**src/rtl/obstacle_controller.sv**
```systemverilog
// -----------------------------------------------------------------------------
// obstacle_controller
//
// Control FSM for the obstacle-course bouncing-pixel demo. Each loop draws the
// pixel, waits one timer period, erases it, probes the obstacle memory on the
// y axis and then the x axis (reflecting direction on a hit) and finally steps
// the pixel one place diagonally.
//
// Optional feature: define OBSTACLE_HIT_COUNT_EN to add the saturating `hits`
// collision counter and its output port. Without the macro the port and the
// counter do not exist.
//
// Ports
//   clk, resetn        clock, asynchronous active-low reset
//   start              level, only looked at in IDLE
//   xdir, ydir         current direction flags from the datapath (1 = +)
//   timer_done         datapath timer has reached its limit
//   obstacle           registered obstacle-memory read of the probed pixel
//   en_xpos/en_ypos    position register enables
//   s_xpos/s_ypos      0 = load centre, 1 = decrement, 2 = increment
//   en_xdir/en_ydir    direction register enables
//   s_xdir/s_ydir      0 = set to 1, 1 = toggle
//   en_timer/s_timer   timer enable; select 0 = clear, 1 = count
//   s_color            1 = green, 0 = black
//   s_obs_xy           probe select: 0 = up, 1 = down, 2 = left, 3 = right
//   plot               VGA write strobe
//   dbg_state          current FSM state, for observation only
//   hits               saturating collision count (OBSTACLE_HIT_COUNT_EN only)
// -----------------------------------------------------------------------------
module obstacle_controller #(
    parameter int HIT_WIDTH = 8
) (
    input  logic       clk,
    input  logic       resetn,
    input  logic       start,
    input  logic       xdir,
    input  logic       ydir,
    input  logic       timer_done,
    input  logic       obstacle,
    output logic       en_xpos,
    output logic       en_ypos,
    output logic [1:0] s_xpos,
    output logic [1:0] s_ypos,
    output logic       en_xdir,
    output logic       en_ydir,
    output logic       s_xdir,
    output logic       s_ydir,
    output logic       en_timer,
    output logic       s_timer,
    output logic       s_color,
    output logic [1:0] s_obs_xy,
    output logic       plot,
    output logic [3:0] dbg_state
`ifdef OBSTACLE_HIT_COUNT_EN
    ,
    output logic [HIT_WIDTH-1:0] hits
`endif
);

    typedef enum logic [3:0] {
        S_IDLE  = 4'd0,
        S_INIT  = 4'd1,
        S_DRAW  = 4'd2,
        S_WAIT  = 4'd3,
        S_ERASE = 4'd4,
        S_CHK_Y = 4'd5,
        S_RD_Y  = 4'd6,
        S_CHK_X = 4'd7,
        S_RD_X  = 4'd8,
        S_MOVE  = 4'd9
    } state_t;

    state_t state_q, state_d;

    if (HIT_WIDTH < 1) begin : g_bad_hit_width
        $error("HIT_WIDTH must be at least 1");
    end

    always_ff @(posedge clk or negedge resetn) begin
        if (!resetn) begin
            state_q <= S_IDLE;
        end else begin
            state_q <= state_d;
        end
    end

    assign dbg_state = state_q;

    always_comb begin
        state_d  = state_q;
        en_xpos  = 1'b0;
        en_ypos  = 1'b0;
        s_xpos   = 2'd0;
        s_ypos   = 2'd0;
        en_xdir  = 1'b0;
        en_ydir  = 1'b0;
        s_xdir   = 1'b0;
        s_ydir   = 1'b0;
        en_timer = 1'b0;
        s_timer  = 1'b0;
        s_color  = 1'b0;
        s_obs_xy = 2'd0;
        plot     = 1'b0;

        case (state_q)
            S_IDLE: begin
                if (start) begin
                    state_d = S_INIT;
                end
            end
            S_INIT: begin
                // Centre the pixel, point it down-right, clear the timer.
                en_xpos  = 1'b1;
                en_ypos  = 1'b1;
                en_xdir  = 1'b1;
                en_ydir  = 1'b1;
                en_timer = 1'b1;
                state_d  = S_DRAW;
            end
            S_DRAW: begin
                plot    = 1'b1;
                s_color = 1'b1;
                state_d = S_WAIT;
            end
            S_WAIT: begin
                en_timer = 1'b1;
                s_timer  = 1'b1;
                if (timer_done) begin
                    state_d = S_ERASE;
                end
            end
            S_ERASE: begin
                // Clearing the timer here leaves it at zero for the next WAIT.
                plot     = 1'b1;
                en_timer = 1'b1;
                state_d  = S_CHK_Y;
            end
            S_CHK_Y: begin
                // Address is presented here; the RAM answers next cycle.
                s_obs_xy = ydir ? 2'd1 : 2'd0;
                state_d  = S_RD_Y;
            end
            S_RD_Y: begin
                s_obs_xy = ydir ? 2'd1 : 2'd0;
                en_ydir  = obstacle;
                s_ydir   = 1'b1;
                state_d  = S_CHK_X;
            end
            S_CHK_X: begin
                s_obs_xy = xdir ? 2'd3 : 2'd2;
                state_d  = S_RD_X;
            end
            S_RD_X: begin
                s_obs_xy = xdir ? 2'd3 : 2'd2;
                en_xdir  = obstacle;
                s_xdir   = 1'b1;
                state_d  = S_MOVE;
            end
            S_MOVE: begin
                // Direction registers updated in RD_Y/RD_X are already
                // visible, so a reflected axis steps the other way.
                en_xpos = 1'b1;
                en_ypos = 1'b1;
                s_xpos  = xdir ? 2'd2 : 2'd1;
                s_ypos  = ydir ? 2'd2 : 2'd1;
                state_d = S_DRAW;
            end
            default: begin
                state_d = S_IDLE;
            end
        endcase
    end

`ifdef OBSTACLE_HIT_COUNT_EN
    logic [HIT_WIDTH-1:0] hits_q, hits_d;

    always_ff @(posedge clk or negedge resetn) begin
        if (!resetn) begin
            hits_q <= '0;
        end else begin
            hits_q <= hits_d;
        end
    end

    // One count per axis read that sees an obstacle; holds at all-ones.
    always_comb begin
        hits_d = hits_q;
        if (state_q == S_INIT) begin
            hits_d = '0;
        end else if ((state_q == S_RD_Y || state_q == S_RD_X) && obstacle &&
                     (hits_q != {HIT_WIDTH{1'b1}})) begin
            hits_d = hits_q + 1'b1;
        end
    end

    assign hits = hits_q;
`endif

endmodule

```
**config.mk**
```make
export PLATFORM = sky130hd
export DESIGN_NAME = obstacle_controller
export DESIGN_NICKNAME = d
export VERILOG_FILES = /design/src/rtl/obstacle_controller.sv
export SDC_FILE = /design/constraint.sdc
export NUM_CORES = 1
export LEC_CHECK = 0
export ABC_AREA = 1
export BUFFER_PORTS_ARGS = -buffer_cell sky130_fd_sc_hd__buf_2
export CORE_AREA = 2 2 39 41
export DETAILED_ROUTE_END_ITERATION = 7
export DIE_AREA = 0 0 41 43
export SYNTH_ARGS = -nofsm -noshare
export SYNTH_HDL_FRONTEND = slang
export SYNTH_SLANG_ARGS = --single-unit
```
**constraint.sdc**
```tcl
create_clock -name clk -period 2.1 [get_ports clk]
set_input_delay 0.42 -clock clk [delete_from_list [all_inputs] [get_ports clk]]
set_output_delay 0.42 -clock clk [all_outputs]
set_load 0.005 [all_outputs]
```
==> qor.yml <==
worstSkewPairLatency_ps: 230
multi_input_area_um2: 193
remaining_drc_errors: 0
mostFrequentLayoutCell: "buf_2"
min_from: "start"
relSlewSlack_pct: 82.8
io_pins: 27
dr.pass1.iters: 4
slew_viol_final: 0
post_cts_resized: 0
setup_tns_ps: 0
hold_path.class: "in -> reg"
fin_ws_ps: 329
status: "complete, no violations"
syn_area_per_cell_um2: 6.02
die-width_um: 41
routed_wl_um: 927
p_per_area_nw_per_um2: 1420
worst_pin_slew_ps: 258
drt_iter0_markers: 10
synth_nets: 65
max_freq_ghz: 0.565
fill_cells: 168
crit_arrival_ps: 1350
fin_skew_ps: 0.933
final_util_pct: 37.9
rsz0062_at_grt: "no"
antenna_found_initial: 0
setup_viol: 0
grt_start_max_net_pins: 8
leakagePower_uw: 0.000380
hold_violations: 0
crit_fanout: 6
cp-startpoint: "dbg_state[3]"
r2r_start: "dbg_state[3]"
hold_buffers: 1
synth_cells: 58
final-seq-area_um2: 100
post_drt_wl_per_cell_um: 9.00
via_per_inst: 4.37
cts_num_sinks: 4
hpwl_um: 806
seq_area_frac_synth_pct: 28.7
num_antenna_cells: 0
finalCritPeriodShare_pct: 84.3
synthesis.area_um2: 349
largest_reg_flops: 4
drive_above_1_share_pct: 43.7
areaGrowthSynthToFinish_pct: 50.2
place_ws_ps: 572
core-area_um2: 1380
post-cts-setup-buffers: 0
grt_pass1_vias: 374
cts.path.max_buffers: 2
gp_congestion: 0.746
whs_ps: 468
start_util_pct: 25.2
synth_cell_types: 15
row_count: 14
nets: 96
ys_warn_count: 0
end_kind: "output pin"
grt_pass1_wl_um: 1500
min_period_ps: 1770
vias: 450
final_cell_mix: "26 x buf_2, 16 x nand2_1, 11 x inv_1"
ys_seq_elements: 4
vdd_drop_max_mv: 0.380
portBuffers: 26
finalPower_uw: 747
grt_usage_pct: 12.7
cts_root_buf: "clkbuf_4"
tritoncts: "built"
startpoint_type: "register"
path_clk_slew_ps: 40
cp.required_ps: 1680
worstSetupPathType: "reg -> out"
grt_remaining_overflow: 0
h-tree-depth: 1
ant_nets: 0
maxCapViolCount: 0
die-area_um2: 1760
die_h_um: 43
cts_made_buffers: 3
-- worst paths after layout --
| path | to | slack, ps | cells past startpoint |
|---|---|---|---|
| worst min register to register | dbg_state[3] | 680 | 3 |
| worst min-delay path | dbg_state[0] | 470 | 3 |
| max in group asynchronous | dbg_state[2] | 1460 | 2 |
| min in group asynchronous | dbg_state[0] | 520 | 2 |
| worst max register to register | dbg_state[2] | 1010 | 5 |
| worst max-delay path | en_ydir | 330 | 4 |
-- cell usage after synthesis --
cell type,count,area share [%]
inv_2,2,2.2
nand4_1,1,1.8
inv_1,11,12
nand2_2,1,1.8
dfrtp_1,4,29
nor2_2,4,7.2
o21ai_1,2,2.9
buf_4,1,2.2
a21oi_1,1,1.4
nand3_1,5,7.2
o21ai_0,1,1.4
nand2_1,16,17
nand3b_1,1,2.2
nor2_1,6,6.5
nand3_2,2,5.7
-- layer usage --
layer | vias up | part of all wire (%) | global-route usage [%]
met5 | - | 0 | 0
met4 | 0 | 0 | 6.00
met3 | 0 | 12 | 4.71
met2 | 23 | 48 | 19.7
met1 | 189 | 39 | 14.6
li1 | 238 | - | -
-- metrics by stage --
stage / std cells / cell area, µm²
final: 103 / 524
after global routing: 103 / 524
after CTS: 103 / 524
after detailed placement: 99 / 492
after global placement: 99 / 492
after floorplan: 58 / 349
-- where the power goes --
group          total, µW  switching [µW]  leakage (µW)  internal [µW]
combinational        481             280      0.000317            201
sequential           171            56.8     0.0000493            115
clock               94.7            30.8     0.0000138           63.9
total                747             367      0.000380            379
-- critical path, cell delays in order, from the launching register on --
cell	delay, ps
dfrtp_1	440
nor2_2	250
nand3_1	190
o21ai_1	110
buf_2	120
-- area by class of cell --
cell class | count | area share [%]
clock buffers | 3 | 4.30
repair buffers | 27 | 26.7
flip-flops and latches | 4 | 19.1
inverters | 13 | 9.31
well taps | 16 | 3.82
multi-input cells | 40 | 36.8
-- kinds of logic (layout without fill, tap and decap cells) --
group           Yosys count  in the layout  share of synthesized area [%]
simple gates             36             36                           49.5
buf+inv                  14             43                           16.1
compound gates            4              4                           5.73
flops                     4              4                           28.7
(Power assumes the default switching activity.)
